`src/rtl/transmitter_if.sv`:
```
// Byte-write handshake and serial line outputs of the UART transmitter.
// The master drives writes; the slave (transmitter) reports line state.
interface transmitter_if;
  logic [7:0] d_in;
  logic       tx_start;
  logic       tx_ready;
  logic       tx;
  logic       busy;
  logic       tx_done;

  modport master (
    output d_in, tx_start,
    input  tx_ready, tx, busy, tx_done
  );

  modport slave (
    input  d_in, tx_start,
    output tx_ready, tx, busy, tx_done
  );
endinterface

```
`src/rtl/transmitter.sv`:
```
// UART transmitter: 8N1/8N2 framing with a one-byte holding buffer so that
// back-to-back frames go out with no idle cycles in between.
//
// state   | meaning
// --------+-----------------------------------------------------------
// S_IDLE  | line high, waiting for an accepted write
// S_START | start bit (0) on the line
// S_DATA  | data bits, LSB first, bit_cnt selects the position
// S_STOP  | stop bits (1), stop_cnt selects the position
module transmitter #(
  parameter int CLKS_PER_BIT = 16,
  parameter int STOP_BITS    = 2
) (
  input  logic clk1,
  input  logic reset,
  transmitter_if.slave bus
);

  localparam int             BW        = (CLKS_PER_BIT > 1) ? $clog2(CLKS_PER_BIT) : 1;
  localparam logic [BW-1:0]  BAUD_LAST = BW'(CLKS_PER_BIT - 1);
  localparam logic           STOP_LAST = 1'(STOP_BITS - 1);

  typedef enum logic [1:0] {
    S_IDLE,
    S_START,
    S_DATA,
    S_STOP
  } state_t;

  state_t          state_q, state_d;
  logic [BW-1:0]   baud_q, baud_d;
  logic [2:0]      bit_q, bit_d;
  logic            stop_q, stop_d;
  logic [7:0]      shift_q, shift_d;
  logic [7:0]      buf_q, buf_d;
  logic            buf_full_q, buf_full_d;
  logic            tx_q, tx_d;
  logic            done_q, done_d;
  logic            accept;
  logic            baud_last;
  logic            direct_load;

  assign accept    = bus.tx_start && !buf_full_q;
  assign baud_last = (baud_q == BAUD_LAST);

  always_ff @(posedge clk1) begin
    if (reset) begin
      state_q    <= S_IDLE;
      baud_q     <= '0;
      bit_q      <= '0;
      stop_q     <= 1'b0;
      shift_q    <= '0;
      buf_q      <= '0;
      buf_full_q <= 1'b0;
      tx_q       <= 1'b1;
      done_q     <= 1'b0;
    end else begin
      state_q    <= state_d;
      baud_q     <= baud_d;
      bit_q      <= bit_d;
      stop_q     <= stop_d;
      shift_q    <= shift_d;
      buf_q      <= buf_d;
      buf_full_q <= buf_full_d;
      tx_q       <= tx_d;
      done_q     <= done_d;
    end
  end

  always_comb begin
    state_d     = state_q;
    baud_d      = baud_q;
    bit_d       = bit_q;
    stop_d      = stop_q;
    shift_d     = shift_q;
    buf_d       = buf_q;
    buf_full_d  = buf_full_q;
    tx_d        = tx_q;
    done_d      = 1'b0;
    direct_load = 1'b0;

    case (state_q)
      S_IDLE: begin
        tx_d = 1'b1;
        if (accept) begin
          shift_d     = bus.d_in;
          baud_d      = '0;
          tx_d        = 1'b0;
          state_d     = S_START;
          direct_load = 1'b1;
        end
      end

      S_START: begin
        if (baud_last) begin
          baud_d  = '0;
          bit_d   = '0;
          tx_d    = shift_q[0];
          state_d = S_DATA;
        end else begin
          baud_d = baud_q + 1'b1;
        end
      end

      S_DATA: begin
        if (baud_last) begin
          baud_d = '0;
          if (bit_q == 3'd7) begin
            stop_d  = 1'b0;
            tx_d    = 1'b1;
            state_d = S_STOP;
          end else begin
            bit_d   = bit_q + 3'd1;
            shift_d = {1'b0, shift_q[7:1]};
            tx_d    = shift_q[1];
          end
        end else begin
          baud_d = baud_q + 1'b1;
        end
      end

      S_STOP: begin
        if (baud_last) begin
          baud_d = '0;
          if (stop_q == STOP_LAST) begin
            done_d = 1'b1;
            stop_d = 1'b0;
            if (buf_full_q) begin
              shift_d    = buf_q;
              buf_full_d = 1'b0;
              tx_d       = 1'b0;
              state_d    = S_START;
            end else if (accept) begin
              // A write landing on the final stop edge with an empty buffer
              // goes straight onto the line rather than stranding in the buffer.
              shift_d     = bus.d_in;
              tx_d        = 1'b0;
              state_d     = S_START;
              direct_load = 1'b1;
            end else begin
              tx_d    = 1'b1;
              state_d = S_IDLE;
            end
          end else begin
            stop_d = stop_q + 1'b1;
          end
        end else begin
          baud_d = baud_q + 1'b1;
        end
      end

      default: begin
        tx_d    = 1'b1;
        state_d = S_IDLE;
      end
    endcase

    if (accept && !direct_load) begin
      buf_d      = bus.d_in;
      buf_full_d = 1'b1;
    end
  end

  assign bus.tx_ready = !buf_full_q;
  assign bus.tx       = tx_q;
  assign bus.busy     = (state_q != S_IDLE);
  assign bus.tx_done  = done_q;

endmodule

```
`src/flat_wrapper.sv`:
```
// flat-port wrapper written by rule: the top's interface ports become plain ports
module transmitter_flat 
#(
  parameter int CLKS_PER_BIT = 16,
  parameter int STOP_BITS    = 2
)
  (clk1, reset, bus_d_in, bus_tx_start, bus_tx_ready, bus_tx, bus_busy, bus_tx_done);
  transmitter_if bus_i ();
  input  logic clk1;
  input  logic reset;
  input wire logic [$bits(bus_i.d_in)-1:0] bus_d_in;
  input wire logic [$bits(bus_i.tx_start)-1:0] bus_tx_start;
  output wire logic [$bits(bus_i.tx_ready)-1:0] bus_tx_ready;
  output wire logic [$bits(bus_i.tx)-1:0] bus_tx;
  output wire logic [$bits(bus_i.busy)-1:0] bus_busy;
  output wire logic [$bits(bus_i.tx_done)-1:0] bus_tx_done;
  assign bus_i.d_in = bus_d_in;
  assign bus_i.tx_start = bus_tx_start;
  assign bus_tx_ready = bus_i.tx_ready;
  assign bus_tx = bus_i.tx;
  assign bus_busy = bus_i.busy;
  assign bus_tx_done = bus_i.tx_done;
  transmitter #(.CLKS_PER_BIT(CLKS_PER_BIT), .STOP_BITS(STOP_BITS)) u_core (.clk1(clk1), .reset(reset), .bus(bus_i));
endmodule
```
`config.mk`:
```
export PLATFORM = sky130hd
export DESIGN_NAME = transmitter_flat
export DESIGN_NICKNAME = d
export VERILOG_FILES = /design/src/rtl/transmitter_if.sv /design/src/rtl/transmitter.sv /design/src/flat_wrapper.sv
export SDC_FILE = /design/constraint.sdc
export NUM_CORES = 1
export LEC_CHECK = 0
export CAP_MARGIN = 0
export CELL_PAD_IN_SITES_DETAIL_PLACEMENT = 1
export CELL_PAD_IN_SITES_GLOBAL_PLACEMENT = 1
export CORE_ASPECT_RATIO = 1.2
export CORE_MARGIN = 2
export CORE_UTILIZATION = 47
export DETAILED_ROUTE_END_ITERATION = 12
export PLACE_DENSITY_LB_ADDON = 0.25
export REMOVE_ABC_BUFFERS = 1
export SLEW_MARGIN = 20
export SYNTH_ARGS = -nofsm -noshare
export SYNTH_HDL_FRONTEND = slang
export SYNTH_SLANG_ARGS = --single-unit
```
`constraint.sdc`:
```
create_clock -name clk1 -period 4.2 [get_ports clk1]
set_input_delay 0.84 -clock clk1 [delete_from_list [all_inputs] [get_ports clk1]]
set_output_delay 0.84 -clock clk1 [all_outputs]
set_load 0.01 [all_outputs]
```
## After elaboration in Yosys (flattened, before gate mapping)

Cells that the tools add are included.

| storage, ports and cells | value |
|---|---|
| register bits after elaboration | 29 |
| output and inout port bits | 4 |
| word-level logic and storage cells | 92 |

| cells by class | value |
|---|---|
| $add $sub $neg | 3 |
| equal/unequal tests | 12 |
| muxes and demuxes | 46 |
| bitwise operators | 2 |
| reduce and logical (&&, ||, !) cells | 20 |

Operator list:

| kind | count |
|---|---|
| $mux 8 | 6 |
| $pmux 8 s3 | 1 |
| $mux 1 | 21 |
| $mux 2 | 7 |
| $ne 2x1->1 const B | 6 |
| $reduce_and 4->1 | 3 |
| $reduce_bool 2->1 | 6 |
| $mux 3 | 3 |
| $mux 4 | 2 |
| $pmux 2 s4 | 1 |
| $pmux 4 s2 | 1 |
| $pmux 3 s2 | 1 |
| $reduce_and 6->1 | 1 |
| $reduce_or 3->1 | 2 |
| $reduce_and 5->1 | 1 |
| $add 4x1->4 const B | 1 |
| $eq 2x2->1 const B | 2 |
| $eq 4x4->1 const B | 1 |
| $pmux 1 s2 | 2 |
| $pmux 1 s4 | 1 |
| $add 3x1->3 const B | 1 |
| $eq 3x3->1 const B | 1 |
| $reduce_and 3->1 | 1 |
| $reduce_bool 3->1 | 1 |
| 7 further kinds | 10 |

## Longest topological paths before layout

| depth | value |
|---|---|
| word-level depth | 11 |
| depth in mapped cells | 7 |
| depth with buffers taken out | 6 |

## Least setup slack after synthesis

OpenSTA, ideal clock, no wires.

| path | value |
|---|---|
| path type | in2reg |
| start | in bus_tx_start |
| end | reg u_core.shift_q[5] |
| setup time | 0.132 ns |
| data arrival time | 1.717 ns |
| data required time | 4.068 ns |
| path slack | 2.351 ns |
| cell stages on the path | 5 |
| buffers on the path | 1 |
| path through | nand2b_4 buf_6 mux2_2 a221oi_2 a211oi_2 |

| on the way | value |
|---|---|
| cells in the longest elaborated chain, start to end | 6 |

Ends and longest elaborated chain:

| what | line | text |
|---|---|---|
| from (decl) | flat_wrapper.sv:12 | `input wire logic [$bits(bus_i.tx_start)-1:0] bus_tx_start;` |
| $logic_and 1x1->1 (*) | transmitter.sv:43 | `assign accept = bus.tx_start && !buf_full_q;` |
| $mux 8 (*) | n/a |  |
| $mux 8 (3 in a row) | n/a |  |
| $pmux 8 s3 (*) | n/a |  |
| to (signal assigned) | transmitter.sv:62 | `shift_q <= shift_d;` |
| to (decl) | transmitter.sv:34 | `logic [7:0] shift_q, shift_d;` |

Mark *: on every way between the ends. The rest lies on a longest branch, timed or not. The select of a mux whose other input is x is not followed.
A chain may end at the register's enable or synchronous reset.

## Final worst setup path

| path | value |
|---|---|
| start | reg u_core.buf_full_q |
| end | out bus_tx_ready |

| on the way | value |
|---|---|
| cells in the longest elaborated chain, start to end | 1 |

Ends and longest elaborated chain:

| what | line | text |
|---|---|---|
| from (decl) | transmitter.sv:36 | `logic buf_full_q, buf_full_d;` |
| from (signal assigned) | transmitter.sv:64 | `buf_full_q <= buf_full_d;` |
| $logic_not 1->1 | transmitter.sv:164 | `assign bus.tx_ready = !buf_full_q;` |
| to (decl) | flat_wrapper.sv:13 | `output wire logic [$bits(bus_i.tx_ready)-1:0] bus_tx_ready;` |

No other way between the ends.

==> results.cfg <==
[status]
status = complete, no violations

[cts]
cts_htree_levels = 2
post_cts_buffers = 0
postCtsHoldBufs = 0
clock_latency_ns = 0.29
clockBufferDepth = 2
postCtsResizedCells = 0
cts_tree = built
clk_pin_slew_ns = 0.06
cts.sinks = 29
cts_made_buffers = 5
clockRootBuffer = clkbuf_8

[timing]
drv_slew = 0
fin_crit_sh_pct = 63.9
fmax_mhz = 373
setup-tns-final_ns = 0
worstMarginPinSlew_ns = 0.878
grt_setup_unrepaired = no
clock_skew_ns = 0.00412
max_slew_margin_pct = 41.5
finalHoldViolCount = 0
final-setup-viol-count = 0
period_needed_ns = 2.68

[setup_path]
worst-setup-path-type = reg2out
start_kind = register
cp.buffers_inverters = 2
crit_path_top_delay_cell = dfxtp_1
cp.arrival_ns = 1.84
endpoint_kind = output port
crit_path_cell_trace = inv_1, clkdlybuf4s50_1
slowest_delay_ns = 0.76
critical_path.top_delay_family = buffers and inverters
cp_max_fo = 19
required_ns = 3.36

[global_route]
grt_antenna_before_repair = 0
grt_pass1_vias = 1647
grt_overflow = 0
track_usage_pct = 23.6
grt_max_degree = 38
grt_pass1_wl_um = 7820

[floorplan]
die_h_um = 72.8
start_util_pct = 48.2
die_x_um = 61.3
ioPinCount = 15
rows = 25
die-area_um2 = 4460
core_area_um2 = 3850

[power_and_ir_drop]
p_seq_share_pct = 33.5
power.internal_mw = 0.748
p_per_area_nw_per_um2 = 621
swShare_pct = 41.2
p_leak_nw = 0.764
pwr-share-comb_pct = 47.6
switchingPower_mw = 0.524
peakVddDrop_uv = 283
p_clk_share_pct = 18.9

[final_layout]
nFillCells = 470
utilization_pct = 53.2
diodes = 0
syn_to_final_growth_pct = 10.5
fin_nets = 235
drive_gt1_share_pct = 9.72

[drt]
drt_wl_total_um = 4760
ant_nets = 0
vias_per_cell = 5.99
drtIter0Drc = 65
drc = 0
firstDrtPassIters = 4
vias = 1616
wire_per_inst_um = 17.6

[placed_design]
gp_congestion = 0.790
hpwl_um = 3280
portBuffers = 14

[yosys]
synthFlopType = dfxtp_1
synth_cell_type_count = 47
synth_edf_count = 0
syn_area_um2 = 1850
yosysWarnings = 0
ys_async_sr_fraction_pct = 0
synthCells = 211
ys_ff_latch = 29
avgSynthCellArea_um2 = 8.78
seq_area_frac_synth_pct = 31.3

[worst_hold_path]
hp-class = reg2reg

[flow_run]
drv_cap = 0
-- power groups by stage --
| stage | registers (mW) | logic (mW) | clock network [mW] |
|---|---|---|---|
| floorplan | 0.405 | 0.443 | 0 |
| finish | 0.426 | 0.606 | 0.240 |
| CTS | 0.424 | 0.610 | 0.242 |
| global route | 0.436 | 0.662 | 0.256 |
| detailed placement | 0.428 | 0.607 | 0 |
| global placement | 0.421 | 0.573 | 0 |
-- synth_stat cells, drive strengths merged (2+ instances only) --
cell    instances  area share (%)
a211oi          8             3.5
buf            10             3.8
nor2b           3             1.0
mux2            8             4.9
nand3b          2            0.81
and2            7             2.4
nand2b         18             6.5
a21oi          14             3.8
clkbuf          6             1.2
nand2          16             3.2
ha              8             5.4
o21ba           2             1.1
a221oi          8             5.1
a31oi           2            0.68
inv             4            0.81
nand3           3            0.81
mux2i          15             8.1
dfxtp          29              31
o21ai          12             3.2
nand4           4             1.4
nor2           15             3.2
-- stage by stage --
step / cells / power (mW) / hold WS [ns] / instance area [um2] / setup WS, ns
3_3_place_gp: 263 / 0.994 / 0.446 / 1970 / 1.33
6_report: 270 / 1.27 / 0.469 / 2050 / 1.52
5_1_grt: 270 / 1.35 / 0.477 / 2050 / 1.42
4_1_cts: 270 / 1.28 / 0.471 / 2050 / 1.54
3_5_place_dp: 263 / 1.04 / 0.464 / 1970 / 1.25
2_1_floorplan: 195 / 0.848 / 0.430 / 1760 / 2.29
-- cell type report --
type | count | area [um2] | share of cell area, %
clock buffer | 7 | 86.3 | 4.22
inverter | 4 | 15.0 | 0.733
multi-input combinational | 162 | 1160 | 56.8
sequential | 29 | 581 | 28.3
tap | 54 | 67.6 | 3.30
timing repair buffer | 14 | 135 | 6.60
-- state kept, by name, indices dropped and copies added, names as in the netlist --
register,count
u_core.buf_q,8
u_core.shift_q,8
u_core.baud_q,4
u_core.bit_q,3
u_core.state_q,2
u_core.buf_full_q,1
u_core.bus.tx,1
u_core.bus.tx_done,1
u_core.stop_q,1
-- layer usage --
| layer | vias up | track usage (%) | share of wire [%] |
|---|---|---|---|
| li1 | 775 | - | - |
| met1 | 794 | 26.7 | 41 |
| met2 | 38 | 41.3 | 53 |
| met3 | 9 | 3.72 | 4.0 |
| met4 | 0 | 12.1 | 2.0 |
| met5 | - | 0 | 0 |
-- worst min-delay path, stage by stage, from the launching register on --
cell,delay (ns)
dfxtp_1,0.32
nand2_1,0.06
a21oi_1,0.05
-- layout by cell type, fill, tap and decap left out, types with 7 or more instances in the layout --
master,n
nor2_1,14
o21ai_0,12
nand2_1,16
nand2b_1,17
a211oi_1,7
clkdlybuf4s50_1,13
mux2i_1,15
ha_1,8
dfxtp_1,29
a21oi_1,14
-- kinds of logic (layout without fill, tap and decap cells) --
group,count (synthesis),after routing,share of synthesized area (%)
and+or+nand+nor,74,74,21.9
muxes,23,23,13.0
AOI/OAI and AO/OA,57,57,22.6
buffers and inverters,20,25,5.87
DFF,29,29,31.3
adders and majority gates,8,8,5.40
-- path summary, 6_finish.rpt --
| kind | from | to | slack, ns | cells past startpoint |
|---|---|---|---|---|
| max | u_core.buf_full_q | bus_tx_ready | 1.52 | 2 |
| min | u_core.bit_q[2] | u_core.bit_q[2] | 0.47 | 2 |
| max reg2reg | u_core.bit_q[0] | u_core.shift_q[7] | 1.90 | 6 |
| min reg2reg | u_core.bit_q[2] | u_core.bit_q[2] | 0.47 | 2 |
No activity file was read; power rests on OpenSTA's default activity.
